`src/rtl/regfile_wb_arbiter.sv`:
```
// Two-requester register-file writeback arbiter with a single-entry output stage.
// Define REGFILE_WB_ARB_RR_EN for round-robin arbitration; the default is load-first priority.
module regfile_wb_arbiter (
  input  logic        clk,
  input  logic        rst_n,
  input  logic        req0_valid,
  input  logic [2:0]  req0_reg,
  input  logic [15:0] req0_data,
  output logic        req0_ready,
  input  logic        req1_valid,
  input  logic [2:0]  req1_reg,
  input  logic [15:0] req1_data,
  output logic        req1_ready,
  input  logic        wb_stall,
  output logic        RegWrite,
  output logic [2:0]  write_reg,
  output logic [15:0] write_data,
  output logic [15:0] wb_count
);

  logic        out_valid;
  logic [2:0]  out_reg;
  logic [15:0] out_data;
  logic        can_accept;
  logic        grant0;
  logic        grant1;
  logic        commit;
  logic        accept;

  assign can_accept = !out_valid || !wb_stall;
  assign commit     = out_valid && !wb_stall;
  assign accept     = req0_ready || req1_ready;

`ifdef REGFILE_WB_ARB_RR_EN
  logic rr_last;

  // On a tie, the requester that did not win last time goes next.
  always_comb begin
    grant0 = req0_valid && (!req1_valid || rr_last);
    grant1 = req1_valid && (!req0_valid || !rr_last);
  end

  always_ff @(posedge clk or negedge rst_n) begin
    if (!rst_n) begin
      rr_last <= 1'b1;
    end else if (accept) begin
      rr_last <= req1_ready;
    end
  end
`else
  always_comb begin
    grant1 = req1_valid;
    grant0 = req0_valid && !req1_valid;
  end
`endif

  // Readies are forced low while reset is held.
  assign req0_ready = rst_n && grant0 && can_accept;
  assign req1_ready = rst_n && grant1 && can_accept;

  assign RegWrite   = out_valid && !wb_stall;
  assign write_reg  = out_reg;
  assign write_data = out_data;

  always_ff @(posedge clk or negedge rst_n) begin
    if (!rst_n) begin
      out_valid <= 1'b0;
      out_reg   <= 3'd0;
      out_data  <= 16'd0;
    end else if (accept) begin
      out_valid <= 1'b1;
      out_reg   <= req1_ready ? req1_reg : req0_reg;
      out_data  <= req1_ready ? req1_data : req0_data;
    end else if (commit) begin
      out_valid <= 1'b0;
    end
  end

  always_ff @(posedge clk or negedge rst_n) begin
    if (!rst_n) begin
      wb_count <= 16'd0;
    end else if (commit) begin
      wb_count <= wb_count + 16'd1;
    end
  end

endmodule

```
`config.mk`:
```
export PLATFORM = sky130hd
export DESIGN_NAME = regfile_wb_arbiter
export DESIGN_NICKNAME = d
export VERILOG_FILES = /design/src/rtl/regfile_wb_arbiter.sv
export SDC_FILE = /design/constraint.sdc
export NUM_CORES = 1
export LEC_CHECK = 0
export ABC_AREA = 0
export BUFFER_PORTS_ARGS = -buffer_cell sky130_fd_sc_hd__buf_2
export CAP_MARGIN = 20
export CORE_ASPECT_RATIO = 1.5
export CORE_MARGIN = 4
export CORE_UTILIZATION = 40
export DETAILED_ROUTE_END_ITERATION = 7
export PLACE_DENSITY = 0.74
export SKIP_CTS_REPAIR_TIMING = 1
export SYNTH_ARGS = -nofsm -noshare
export SYNTH_HDL_FRONTEND = slang
export SYNTH_SLANG_ARGS = --single-unit
```
`constraint.sdc`:
```
create_clock -name clk -period 1.19 [get_ports clk]
set_clock_uncertainty 0.05 [all_clocks]
set_input_delay 0.0595 -clock clk [delete_from_list [all_inputs] [get_ports clk]]
set_output_delay 0.0595 -clock clk [all_outputs]
set_load 0.01 [all_outputs]
```
==> summary.json, run 1 <==
{
  "timing": {
    "achievable-frequency_ghz": 0.6495,
    "max_slew_margin_pct": 69.30,
    "report.final.slew_viol_count": 0,
    "final-setup-viol-count": 33,
    "finalWorstPathRequiredPeriod_ps": 1540,
    "post-route-period-util_pct": 129.4,
    "max_slew.worst_pin.slew_ps": 460.5,
    "timing.hold.ws_ps": -192.1,
    "hold_viol": 39,
    "unrepaired_setup_endpoints_after_global_routing": "true",
    "fin_ws_ps": -349.6
  },
  "placement": {
    "place_worst_setup_slack_ps": -118.4,
    "hpwl_um": 3398,
    "placedInstanceArea_um2": 2256,
    "gpl.final_weighted_congestion": 0.7694,
    "dp_cells": 296,
    "numPortBuffers": 80
  },
  "grt": {
    "antenna_found_initial": 0,
    "globalRoute.totalOverflow": 0,
    "grt_first_pass_wirelength_um": 7534,
    "grt_max_degree": 38,
    "number_of_global_route_vias_before_repair": 1683,
    "track_usage_pct": 19.60
  },
  "route": {
    "firstDrtPassIters": 4,
    "antenna_left": 0,
    "via_count": 1819,
    "routed_via_density": 5.667,
    "route.detailed.wl_per_inst_um": 18.20,
    "wirelength_um": 5843,
    "drt-initial-drc-count": 43,
    "detail_route.drc_violations": 0
  },
  "yosys": {
    "avg_inst_size_synth_um2": 10.51,
    "number_of_nets_in_the_synthesized_netlist": 197,
    "postSynthRegisterBits": 36,
    "netlist_area_um2": 1608,
    "count_of_warnings_emitted_by_yosys": 0,
    "synth-seq-area-share_pct": 56.03,
    "yosysUniqueCellTypes": 23,
    "post_syn_instances": 153
  },
  "setup_path": {
    "timing.critical_path.fanout_max": 10,
    "reg2reg_depth": 6,
    "crit_path_cells": "a21boi_2 -> nand2_2 -> buf_4 -> clkbuf_16 -> o22ai_2 -> a21oi_1",
    "crit_path_start": "out_valid",
    "setup.worst_path.end": "write_reg[2]",
    "worstReg2RegStart": "out_valid",
    "arrival_ps": 1650,
    "crit_required_ps": 1300,
    "worst_path_max_delay_cell": "sky130_fd_sc_hd__dfrtp_1",
    "critPathKind": "register to register",
    "timing.critical_path.buf_inv": 2,
    "critical_path.max_stage_delay_ps": 420,
    "reg_to_reg_setup_timing_slack_ps": -350,
    "cp.depth": 6,
    "crit_family": "compound AO/OA/AOI/OAI gates",
    "worst_setup_path_end_kind": "register",
    "cp-start-kind": "register",
    "worst_r2r_endpoint": "write_reg[2]"
  },
  "die": {
    "core_area_um2": 3924,
    "dieHeight_um": 85.65,
    "effective_utilization_at_floorplan_pct": 40.98,
    "placementRows": 28,
    "floorplan.die_area_um2": 5119,
    "boundaryPins": 81,
    "die-width_um": 59.77
  },
  "cts": {
    "tritoncts.num_buffers": 5,
    "clk_pin_slew_worst_paths_ps": 70,
    "cts_tree": "yes",
    "clk_path_buf_depth": 2,
    "clk_root_buffer_cell": "sky130_fd_sc_hd__clkbuf_8",
    "cts.htree.levels": 2,
    "cts.sinks": 36,
    "clkLatencyLatePin_ps": 290
  },
  "power_and_ir_drop": {
    "ir_drop_mv": 1.150,
    "power.static_leakage_uw": 0.001428,
    "power-per-cell-area_nw_per_um2": 1371
  },
  "final_layout": {
    "mostFrequentLayoutCells": "sky130_fd_sc_hd__buf_2 (77), sky130_fd_sc_hd__dfrtp_1 (36), sky130_fd_sc_hd__o22ai_2 (28)",
    "layoutNonFillerInstCount": 321,
    "layout.cells.most_common": "sky130_fd_sc_hd__buf_2",
    "areaGrowthSynthToFinish_pct": 83.89,
    "footprint_of_the_flip_flops_and_latches_um2": 900.9,
    "n_fill_cell": 258,
    "finish.net_count": 320,
    "final_design_area_no_fill_um2": 2957,
    "area_occupied_by_multi_input_gates_um2": 1041,
    "antenna_cells_inserted": 0,
    "post_route_cells_drive_above_1_share_pct": 68.48
  },
  "worst_hold_path": {
    "min_path_type": "input port to async pin"
  },
  "flow_run": {
    "timing.max_cap.violations": 0
  },
  "outcome": {
    "failed_checks": "negative hold slack, negative setup slack",
    "run_status": "finished, violations left"
  }
}
## metal layers
layer	wire length, µm	up-vias	track usage, %
met2	3246	67	34.65
li1	-	826	-
met5	0	-	0
met1	2125	907	20.12
met4	217	0	9.073
met3	255	19	6.325
## cell type report
class	instances	area share, %
Clock buffer	6	2.455
Clock inverter	1	0.1693
Inverter	2	0.4232
Multi-Input combinational cell	105	35.21
Sequential cell	36	30.47
Tap cell	45	1.904
Timing Repair Buffer	126	29.37
## kinds of logic after synthesis
| family | count (synthesis) | synth area share [%] |
|---|---|---|
| buf+inv | 12 | 3.423 |
| fa+ha+maj | 1 | 0.7781 |
| xor+xnor | 15 | 8.171 |
| mux | 1 | 0.7003 |
| simple gates | 29 | 9.417 |
| flops | 36 | 56.03 |
| compound gates | 59 | 21.48 |
## power by group
part | total (µW) | switching [µW] | leakage, µW | internal (µW)
logic | 1550 | 708 | 0.000946 | 839
registers | 1690 | 237 | 0.000442 | 1450
clock network | 817 | 420 | 0.0000410 | 398
## how the worst min path moves through the flow
stage,start,endpoint,slack (ps)
floorplan,rst_n,out_valid,-290
global route,rst_n,out_valid,-160
finish,rst_n,wb_count[8],-190
CTS,rst_n,wb_count[11],-190
global placement,rst_n,wb_count[11],120
detailed placement,rst_n,wb_count[11],120
## Yosys cell counts, drive strengths merged
master,number,area (µm²)
o21ai,1,5.000
nand2,10,37.54
xnor2,13,113.9
buf,4,25.02
clkinv,1,3.750
and4b,1,10.01
ha,1,12.51
and2,1,6.260
a21boi,1,7.510
clkbuf,6,22.52
and4,1,11.26
nand4,4,25.02
nor2b,1,6.260
nand3,5,25.02
nor2,3,11.26
and3,3,18.77
mux2,1,11.26
o22ai,38,237.7
xor2,2,17.52
dfrtp,36,900.9
inv,1,3.750
a21oi,19,95.09
## per-stage QoR
step / power [µW] / setup TNS (ps) / utilization, % / hold WS [ps]
floorplan: 2171 / -816.8 / - / -286.1
global placement: 2808 / -1347 / 57.49 / 124.1
detailed placement: 2834 / -2618 / 57.49 / 124.3
CTS: 3648 / -3874 / 59.47 / -190.1
global route: 4286 / -11060 / 75.35 / -162.2
finish: 4054 / -8139 / 75.35 / -192.1
## worst register-to-register path: stages (launching register included)
cell	delay, ps
sky130_fd_sc_hd__dfrtp_1	420
sky130_fd_sc_hd__a21boi_2	280
sky130_fd_sc_hd__nand2_2	130
sky130_fd_sc_hd__buf_4	160
sky130_fd_sc_hd__clkbuf_16	170
sky130_fd_sc_hd__o22ai_2	120
sky130_fd_sc_hd__a21oi_1	90
(Power assumes the default switching activity.)
==> run 2: changes to the inputs <==
--- a/config.mk
+++ b/config.mk
@@ -8,7 +8,7 @@
 export ABC_AREA = 0
 export BUFFER_PORTS_ARGS = -buffer_cell sky130_fd_sc_hd__buf_2
 export CAP_MARGIN = 20
-export CORE_ASPECT_RATIO = 1.5
+export CORE_ASPECT_RATIO = 0.9
 export CORE_MARGIN = 4
 export CORE_UTILIZATION = 40
 export DETAILED_ROUTE_END_ITERATION = 7
==> run 2 against run 1 <==
Effect of this change: the flow still finishes with violations (negative hold slack, negative setup slack); die area decreased by 0.38%; setup slack improved by 66 ps; fmax increased by 4.5%; register-to-register slack improved by 120 ps; highest routed layer unchanged; combinational power decreased by 14%; largest power group unchanged.
==> summary.json, run 2 (synthesis gave the netlist of run 1 again) <==
{
  "setup_path": {
    "timing.critical_path.fanout_max": {"value": 6, "change": "-4"},
    "arrival": {"value": 1360, "unit": "ps", "change": "-290 ps"},
    "cp-start-kind": "register",
    "critPathKind": "register to output port",
    "reg2reg_depth": {"value": 5, "change": "-1"},
    "worst_setup_path_end_kind": "output port",
    "crit_required": {"value": 1080, "unit": "ps", "change": "-220 ps"}
  },
  "die": {
    "placementRows": {"value": 21, "change": "-25%"},
    "effective_utilization_at_floorplan": {"value": 42.49, "unit": "%", "change": "+1.5 points"},
    "dieHeight": {"value": 68.15, "unit": "µm", "change": "-20%"},
    "core_area": {"value": 3784, "unit": "µm²", "change": "-3.6%"},
    "boundaryPins": {"value": 81, "change": "unchanged"},
    "floorplan.die_area": {"value": 5099, "unit": "µm²", "change": "-0.38%"},
    "die-width": {"value": 74.83, "unit": "µm", "change": "+25%"}
  },
  "cts": {
    "clk_root_buffer_cell": "sky130_fd_sc_hd__clkbuf_8",
    "clkLatencyLatePin": {"value": 290, "unit": "ps", "change": "about the same"},
    "clk_pin_slew_worst_paths": {"value": 70, "unit": "ps", "change": "about the same"},
    "clk_path_buf_depth": {"value": 2, "change": "unchanged"},
    "tritoncts.num_buffers": {"value": 5, "change": "unchanged"},
    "cts_tree": "yes",
    "cts.sinks": {"value": 36, "change": "unchanged"},
    "cts.htree.levels": {"value": 2, "change": "unchanged"}
  },
  "timing": {
    "report.final.slew_viol_count": {"value": 0, "change": "unchanged"},
    "hold_viol": {"value": 37, "change": "-5.1%"},
    "achievable-frequency": {"value": 0.6785, "unit": "GHz", "change": "+4.5%"},
    "timing.hold.ws": {"value": -232.0, "unit": "ps", "change": "-39.92 ps"},
    "unrepaired_setup_endpoints_after_global_routing": "true",
    "max_slew_margin": {"value": 59.65, "unit": "%", "change": "-9.6 points"},
    "final-setup-viol-count": {"value": 36, "change": "+9.1%"},
    "finalWorstPathRequiredPeriod": {"value": 1474, "unit": "ps", "change": "-65.80 ps"},
    "max_slew.worst_pin.slew": {"value": 601.5, "unit": "ps", "change": "+141.0 ps"},
    "post-route-period-util": {"value": 123.8, "unit": "%", "change": "-5.5 points"},
    "fin_ws": {"value": -283.8, "unit": "ps", "change": "+65.80 ps"}
  },
  "worst_hold_path": {
    "min_path_type": "input port to async pin"
  },
  "route": {
    "routed_via_density": {"value": 5.452, "change": "-3.8%"},
    "antenna_left": {"value": 0, "change": "unchanged"},
    "drt-initial-drc-count": {"value": 48, "change": "+12%"},
    "route.detailed.wl_per_inst": {"value": 15.75, "unit": "µm", "change": "-13%"},
    "wirelength": {"value": 4914, "unit": "µm", "change": "-16%"},
    "via_count": {"value": 1701, "change": "-6.5%"},
    "detail_route.drc_violations": {"value": 0, "change": "unchanged"},
    "firstDrtPassIters": {"value": 4, "change": "unchanged"}
  },
  "grt": {
    "number_of_global_route_vias_before_repair": {"value": 1553, "change": "-7.7%"},
    "grt_first_pass_wirelength": {"value": 6879, "unit": "µm", "change": "-8.7%"},
    "globalRoute.totalOverflow": {"value": 0, "change": "unchanged"},
    "antenna_found_initial": {"value": 0, "change": "unchanged"},
    "track_usage": {"value": 17.77, "unit": "%", "change": "-1.8 points"},
    "grt_max_degree": {"value": 38, "change": "unchanged"}
  },
  "outcome": {
    "run_status": "finished, violations left",
    "failed_checks": "negative hold slack, negative setup slack"
  },
  "final_layout": {
    "antenna_cells_inserted": {"value": 0, "change": "unchanged"},
    "n_fill_cell": {"value": 305, "change": "+18%"},
    "final_design_area_no_fill": {"value": 2633, "unit": "µm²", "change": "-11%"},
    "areaGrowthSynthToFinish_pct": 63.74,
    "finish.net_count": {"value": 309, "change": "-3.4%"},
    "post_route_cells_drive_above_1_share": {"value": 58.27, "unit": "%", "change": "-10 points"},
    "layout.cells.most_common": "sky130_fd_sc_hd__buf_2",
    "mostFrequentLayoutCells": "sky130_fd_sc_hd__buf_2 (78), sky130_fd_sc_hd__dfrtp_1 (36), sky130_fd_sc_hd__buf_4 (29)"
  },
  "power_and_ir_drop": {
    "power-per-cell-area": {"value": 1488, "unit": "nW/µm²", "change": "+8.5%"},
    "power.static_leakage": {"value": 0.001259, "unit": "µW", "change": "-12%"},
    "ir_drop": {"value": 0.9434, "unit": "mV", "change": "-18%"}
  },
  "placement": {
    "hpwl": {"value": 3222, "unit": "µm", "change": "-5.2%"},
    "placedInstanceArea": {"value": 2230, "unit": "µm²", "change": "-1.2%"},
    "place_worst_setup_slack": {"value": -153.4, "unit": "ps", "change": "-35.05 ps"},
    "numPortBuffers": {"value": 80, "change": "unchanged"},
    "gpl.final_weighted_congestion": {"value": 0.7955, "change": "+3.4%"}
  },
  "flow_run": {
    "timing.max_cap.violations": {"value": 0, "change": "unchanged"}
  }
}
## run 2: cell types whose count changed in the layout (fill, tap and decap cells not counted), sizes merged
| cell | change |
|---|---|
| clkinv | +1 |
| clkbuf | -1 |
| dlygate4sd3 | -8 |
| buf | -2 |
## run 2: worst max-delay path, stage by stage, from the launching register on
cell and delay, ps:
sky130_fd_sc_hd__dfrtp_1 400, sky130_fd_sc_hd__a21boi_2 240, sky130_fd_sc_hd__nand2_2 100, sky130_fd_sc_hd__buf_6 150, sky130_fd_sc_hd__nor2_2 60, sky130_fd_sc_hd__buf_2 130
## run 2: per-stage QoR
stage	setup TNS, ps	hold WS [ps]	cells	power, µW	util [%]
detailed placement	-3187	90.57	295	2828	58.93
global route	-8652	-192.1	312	4129	69.58
CTS	-4469	-225.2	303	3732	61.38
floorplan	-816.8	-286.1	153	2171	-
finish	-6261	-232.0	312	3917	69.58
global placement	-1836	89.66	295	2802	58.93
## run 2: where the power goes
| part | total (µW) | internal, µW | switching (µW) |
|---|---|---|---|
| Sequential | 1670 | 1450 | 219 |
| Combinational | 1340 | 731 | 612 |
| Clock | 902 | 462 | 440 |
| Total | 3920 | 2650 | 1270 |
## run 2: final cells by class
| type | instances | area (µm²) | area share, % |
|---|---|---|---|
| Timing Repair Buffer | 115 | 726.9 | 27.61 |
| Multi-Input combinational cell | 105 | 842.1 | 31.99 |
| Sequential cell | 36 | 900.9 | 34.22 |
| Clock inverter | 2 | 10.01 | 0.3802 |
| Tap cell | 46 | 57.56 | 2.186 |
| Inverter | 2 | 12.51 | 0.4753 |
| Clock buffer | 6 | 82.58 | 3.137 |
## run 2: worst paths after layout
kind	startpoint	end	slack, ps
min in group clk	wb_stall	out_valid	-10
worst min register to register	wb_count[15]	wb_count[15]	410
max in group asynchronous	rst_n	write_data[12]	1000
worst min-delay path	rst_n	out_valid	-230
worst max-delay path	out_valid	req0_ready	-280
worst max register to register	out_valid	wb_count[15]	-230
## run 2: routing by layer
metal / global-route usage [%] / up-vias / share of wire, %
li1: - / 804 / -
met1: 22.32 / 840 / 43
met2: 29.35 / 49 / 51
met3: 4.552 / 8 / 5.5
met4: 6.667 / 0 / 1.2
met5: 0 / - / 0
